$ cat src/rtl/mips_divider_pkg.sv
// ----------------------------------------------------------------------------
// mips_divider_pkg
// Shared definitions for the multi-cycle MIPS div/divu unit: default operand
// width, FSM state encodings and the iteration-counter width helper.
// ----------------------------------------------------------------------------
package mips_divider_pkg;

  localparam int WIDTH = 32;

  typedef enum logic [1:0] {
    ST_IDLE = 2'b00,
    ST_CALC = 2'b01,
    ST_SIGN = 2'b10,
    ST_DONE = 2'b11
  } state_e;

  // One extra bit so the counter can represent WIDTH itself.
  function automatic int cnt_width(input int w);
    return $clog2(w) + 1;
  endfunction

  localparam int CNT_W = cnt_width(WIDTH);

endpackage

$ cat src/rtl/mips_divider_div_step.sv
// ----------------------------------------------------------------------------
// div_step
// One combinational restoring-division iteration.
//   rem_in       : partial remainder before the step (WIDTH+1 bits)
//   dividend_bit : next dividend bit shifted into the remainder
//   divisor      : divisor magnitude
//   rem_out      : partial remainder after the step
//   q_bit        : quotient bit produced by the step
// ----------------------------------------------------------------------------
module div_step #(
  parameter int WIDTH = 32
) (
  input  logic [WIDTH:0]   rem_in,
  input  logic             dividend_bit,
  input  logic [WIDTH-1:0] divisor,
  output logic [WIDTH:0]   rem_out,
  output logic             q_bit
);

  logic [WIDTH:0] shifted;
  logic [WIDTH:0] divisor_n;
  logic [WIDTH:0] diff;
  // A restored partial remainder is always below the divisor, so its top bit
  // is zero entering a step and drops out of the shift.
  logic           unused_rem_msb;

  assign unused_rem_msb = rem_in[WIDTH];
  assign shifted        = {rem_in[WIDTH-1:0], dividend_bit};

  // Trial subtraction as shifted + ~divisor + 1 in WIDTH+1 bits.
  assign divisor_n = ~{1'b0, divisor};
  assign diff      = shifted + divisor_n + {{WIDTH{1'b0}}, 1'b1};

  assign q_bit   = ~diff[WIDTH];
  assign rem_out = q_bit ? diff : shifted;

endmodule

$ cat src/rtl/mips_divider.sv
// ----------------------------------------------------------------------------
// mips_divider
// Multi-cycle radix-2 restoring divider for MIPS div/divu. One quotient bit
// per clock; results go to LO (quotient) and HI (remainder).
//   clk, reset   : clock, synchronous active-high reset
//   start        : one-cycle request, honoured in IDLE or DONE only
//   is_signed    : 1 = div, 0 = divu (sampled with start)
//   dividend     : rs operand (sampled with start)
//   divisor      : rt operand (sampled with start)
//   busy         : high in CALC and SIGN
//   done         : one-cycle result-valid pulse
//   quotient     : LO result, holds last value
//   remainder    : HI result, holds last value
//
// state | meaning
// ------+-------------------------------------------------------------
// IDLE  | waiting for start
// CALC  | WIDTH restoring iterations, one per clock
// SIGN  | apply result signs, load output registers
// DONE  | done pulse; a start here launches the next division directly
// ----------------------------------------------------------------------------
module mips_divider
  import mips_divider_pkg::*;
#(
  parameter int WIDTH = mips_divider_pkg::WIDTH
) (
  input  logic             clk,
  input  logic             reset,
  input  logic             start,
  input  logic             is_signed,
  input  logic [WIDTH-1:0] dividend,
  input  logic [WIDTH-1:0] divisor,
  output logic             busy,
  output logic             done,
  output logic [WIDTH-1:0] quotient,
  output logic [WIDTH-1:0] remainder
);

  localparam int              CW       = cnt_width(WIDTH);
  localparam logic [CW-1:0]   CNT_LAST = CW'(WIDTH - 1);

  state_e           state_q, state_d;
  logic [CW-1:0]    cnt_q, cnt_d;
  logic [WIDTH:0]   rem_q, rem_d;
  // Holds the dividend magnitude; quotient bits shift in from the bottom as
  // dividend bits leave the top, so it ends up holding the raw quotient.
  logic [WIDTH-1:0] dvd_q, dvd_d;
  logic [WIDTH-1:0] dvs_q, dvs_d;
  logic             q_neg_q, q_neg_d;
  logic             r_neg_q, r_neg_d;
  logic [WIDTH-1:0] quotient_q, quotient_d;
  logic [WIDTH-1:0] remainder_q, remainder_d;

  logic [WIDTH-1:0] dvd_mag;
  logic [WIDTH-1:0] dvs_mag;
  logic [WIDTH:0]   step_rem;
  logic             step_q;

  assign dvd_mag = (is_signed && dividend[WIDTH-1]) ? -dividend : dividend;
  assign dvs_mag = (is_signed && divisor[WIDTH-1])  ? -divisor  : divisor;

  div_step #(.WIDTH(WIDTH)) u_step (
    .rem_in       (rem_q),
    .dividend_bit (dvd_q[WIDTH-1]),
    .divisor      (dvs_q),
    .rem_out      (step_rem),
    .q_bit        (step_q)
  );

  always_comb begin
    state_d     = state_q;
    cnt_d       = cnt_q;
    rem_d       = rem_q;
    dvd_d       = dvd_q;
    dvs_d       = dvs_q;
    q_neg_d     = q_neg_q;
    r_neg_d     = r_neg_q;
    quotient_d  = quotient_q;
    remainder_d = remainder_q;

    case (state_q)
      ST_IDLE, ST_DONE: begin
        if (start) begin
          state_d = ST_CALC;
          dvd_d   = dvd_mag;
          dvs_d   = dvs_mag;
          // Divide-by-zero leaves the all-ones quotient unsigned so the
          // result is 0xFFFFFFFF in both modes.
          q_neg_d = is_signed && (dividend[WIDTH-1] ^ divisor[WIDTH-1])
                    && (divisor != '0);
          r_neg_d = is_signed && dividend[WIDTH-1];
          rem_d   = '0;
          cnt_d   = '0;
        end else begin
          state_d = ST_IDLE;
        end
      end
      ST_CALC: begin
        rem_d = step_rem;
        dvd_d = {dvd_q[WIDTH-2:0], step_q};
        cnt_d = cnt_q + CW'(1);
        if (cnt_q == CNT_LAST) state_d = ST_SIGN;
      end
      ST_SIGN: begin
        quotient_d  = q_neg_q ? -dvd_q : dvd_q;
        remainder_d = r_neg_q ? -rem_q[WIDTH-1:0] : rem_q[WIDTH-1:0];
        state_d     = ST_DONE;
      end
      default: state_d = ST_IDLE;
    endcase
  end

  always_ff @(posedge clk) begin
    if (reset) begin
      state_q     <= ST_IDLE;
      cnt_q       <= '0;
      rem_q       <= '0;
      dvd_q       <= '0;
      dvs_q       <= '0;
      q_neg_q     <= 1'b0;
      r_neg_q     <= 1'b0;
      quotient_q  <= '0;
      remainder_q <= '0;
    end else begin
      state_q     <= state_d;
      cnt_q       <= cnt_d;
      rem_q       <= rem_d;
      dvd_q       <= dvd_d;
      dvs_q       <= dvs_d;
      q_neg_q     <= q_neg_d;
      r_neg_q     <= r_neg_d;
      quotient_q  <= quotient_d;
      remainder_q <= remainder_d;
    end
  end

  assign busy      = (state_q == ST_CALC) || (state_q == ST_SIGN);
  assign done      = (state_q == ST_DONE);
  assign quotient  = quotient_q;
  assign remainder = remainder_q;

endmodule

$ cat config.mk
export PLATFORM = sky130hd
export DESIGN_NAME = mips_divider
export DESIGN_NICKNAME = d
export VERILOG_FILES = /design/src/rtl/mips_divider_pkg.sv /design/src/rtl/mips_divider_div_step.sv /design/src/rtl/mips_divider.sv
export SDC_FILE = /design/constraint.sdc
export NUM_CORES = 1
export LEC_CHECK = 0
export ABC_AREA = 1
export CAP_MARGIN = 10
export CORE_MARGIN = 1.5
export CORE_UTILIZATION = 56
export CTS_BUF_LIST = sky130_fd_sc_hd__clkbuf_4 sky130_fd_sc_hd__clkbuf_8
export CTS_CLUSTER_DIAMETER = 100
export DETAILED_ROUTE_END_ITERATION = 10
export DONT_BUFFER_PORTS = 1
export PLACE_DENSITY = 0.72
export SKIP_LAST_GASP = 1
export SYNTH_ARGS = -nofsm -noshare
export SYNTH_HDL_FRONTEND = slang
export SYNTH_SLANG_ARGS = --single-unit
export TNS_END_PERCENT = 5
$ cat constraint.sdc
create_clock -name clk -period 3.48 [get_ports clk]
set_input_delay 0.522 -clock clk [delete_from_list [all_inputs] [get_ports clk]]
set_output_delay 0.522 -clock clk [all_outputs]
set_load 0.05 [all_outputs]
==> metrics.csv <==
metric;value;unit
Fill cells;2260;
Crit-path slowest cell;fa_1;
syn_nets;2186;
clock buffer depth;2;
cts repair resizes;0;
post-synthesis xor/xnor area fraction;0.0496;
Global Route Usage Sum;0.319;
synth cell count leaders;nand2_1, inv_1, nor2_1;
Power Total;0.00814;W
Critical Path AT;3.19;ns
Slew @ Worst Pin;1.10;ns
first-pass GRT wire length;60200;um
RSZ-0062 raised after global routing;false;
fmax;358;MHz
# setup viols final;0;
share of cells above drive strength 1;0.0436;
Startpoint Class;flip-flop;
diode count;0;
Final period util;0.803;
multiplexer share of the synthesized area;0;
aggregate global routing overflow;0;
Synth Area in Adders;0.0415;
ys flop type;dfxtp_1;
Yosys cell types;45;
Synth Area in Compound Gates;0.177;
syn avg cell area;6.03;sq um
Post-DP Area;12600;sq um
Die ar.;23300;sq um
Fin. Hold Viols;0;
Routed WL per cell;16.1;um
Synth top area share;0.272;
io pins;134;
Synth warnings;0;
Post-layout nets;2137;
min cycle time layout;2.80;ns
post-synthesis register bit count;170;
mapped cell area;12500;sq um
Finished Cell Area;13100;sq um
initial antenna violation count;0;
Die Y;153;um
top post-synthesis cells by area;dfxtp_1, nand2_1, inv_1;
vias in the first global route;11600;
Rel. slew slack;0.263;
setup TNS;0;ns
Setup Skew;0.0256;ns
Worst EP required;3.87;ns
Initial Utilization;0.572;
cell taking the most area after synthesis;dfxtp_1;
CP Max Fanout;33;
Cell Chain, Critical Path;inv_1, ha_1, fa_1, inv_1, nand2_1, nand2_1, nand3_1, nand2_2, nand2_2, nand2_2, nand2_4, nand3_4, nand2_4, nand2_1, nand3_1, a21oi_1;
main combinational cell family by area after synthesis;simple AND/OR/NAND/NOR gates;
via count;12800;
Port Buffers;0;
hold crit path type;input pin to flip-flop;
postcts setup bufs;0;
via-per-instance ratio;5.50;
most common cell in the synthesized netlist;nand2_1;
CTS sink cnt;170;
EDFF count, synth;0;
Max VDD drop;0.467;mV
post-synthesis sequential area ratio;0.272;
worst stage delay on the critical path;0.41;ns
Simple-Gate Fraction of Synth Area;0.332;
Mapped Cells;2077;
CTS buffer count;17;
row count;54;
DR iter-0 viols;1025;
Pwr per Cell Area;622;nW/um^2
H-tree Lvls;4;
clk_lat worst skew;0.48;ns
Area Overhead vs Synth;4.50;%
largest net degree at the start of global routing;81;
DRC;0;
CTS Hold Bufs;0;
crit end category;flip-flop;
Clock Tree Root;clkbuf_8;
GP Congestion;1.01;
CTS tree;done;
Die W;153;um
share of flip-flops with an asynchronous set or reset;0;
max cap viols;0;
clk slew on worst S/H paths;0.11;ns
post-DP HPWL;28900;um
drt pass-1 iters;8;
Leakage;6.63;nW
R2R depth;16;
hold path cells;1;
WS Path Type;flip-flop to flip-flop;
Post-DRT Antenna Nets;0;
status;complete, no violations;
core area;21900;sq um
final wirelength;37500;um
Max Slew Vio Count;0;
-- power by group --
part           switching [W]  total, W  internal (W)
sequential           0.00113   0.00351       0.00237
combinational        0.00211   0.00308      0.000977
clock               0.000915   0.00155      0.000636
-- metrics by stage --
step	hold slack [ns]	util	instances	worst slack, ns
after floorplan	0.457	-	2077	1.29
after global placement	0.462	0.578	2289	0.851
after detailed placement	0.488	0.578	2289	0.747
after CTS	0.107	0.598	2321	0.714
after global routing	0.0856	0.598	2321	0.422
final	0.145	0.598	2321	0.685
-- area by class of cell --
| type | instances | area [sq um] | share of cell area |
|---|---|---|---|
| inverters | 333 | 1250 | 0.0955 |
| clock buffers | 17 | 234 | 0.0179 |
| repair buffers | 12 | 103 | 0.00784 |
| multi-input cells | 1494 | 7540 | 0.576 |
| well taps | 280 | 350 | 0.0268 |
| clock inverters | 15 | 213 | 0.0162 |
| flip-flops and latches | 170 | 3400 | 0.260 |
-- kinds of logic after synthesis --
group           count (synthesis)
flops                         170
simple gates                  983
fa+ha+maj                      41
buf+inv                       413
xor+xnor                       71
compound gates                399
-- flip-flops by register name, indices dropped and copies added, names as in the netlist --
signal	count
cnt_q	6
dvd_q	32
dvs_q	32
q_neg_q	1
quotient	32
r_neg_q	1
rem_q	32
remainder	32
state_q	2
-- worst paths after layout --
check / endpoint / start / slack, ns
worst min-delay path: state_q[1]$_SDFFE_PP0P_ / reset / 0.15
worst min register to register: cnt_q[1]$_SDFFE_PP0P_ / cnt_q[1]$_SDFFE_PP0P_ / 0.51
worst max register to register: rem_q[29]$_SDFFE_PP0P_ / dvd_q[31]$_SDFFE_PP0P_ / 0.68
worst max-delay path: rem_q[29]$_SDFFE_PP0P_ / dvd_q[31]$_SDFFE_PP0P_ / 0.68
-- placed cells by master, fill, tap and decap left out, types with 4 or more instances in the layout --
| cell | n |
|---|---|
| nand3_1 | 150 |
| nand2_1 | 540 |
| inv_1 | 321 |
| nor3_1 | 30 |
| dfxtp_1 | 170 |
| o21ai_0 | 140 |
| nand4_1 | 18 |
| xnor2_1 | 23 |
| o21bai_1 | 6 |
| o31ai_1 | 6 |
| or2_2 | 10 |
| o21ai_1 | 7 |
| clkbuf_8 | 17 |
| nor2_1 | 192 |
| o211ai_1 | 30 |
| clkinv_8 | 5 |
| a21oi_1 | 177 |
| nand2_2 | 10 |
| buf_4 | 11 |
| ha_1 | 39 |
| xor2_1 | 48 |
| a31oi_1 | 4 |
| inv_2 | 9 |
| nand3b_1 | 14 |
| o221ai_1 | 19 |
-- worst max-delay path: cells and delay by family (launching register included) --
family	cells	cell delay, ns
AO/OA/AOI/OAI	1	0.16
adder cells (fa/ha/maj)	2	0.63
buffers and inverters	2	0.17
flip-flops	1	0.38
AND/OR/NAND/NOR	11	1.35
-- layer usage --
layer | up-vias | wire length, um | global-route usage
met5 | - | 0 | 0
met4 | 0 | 1220 | 0.114
met3 | 66 | 2280 | 0.0572
met2 | 431 | 17000 | 0.501
met1 | 5721 | 17000 | 0.437
li1 | 6542 | - | -
(Power assumes the default switching activity.)
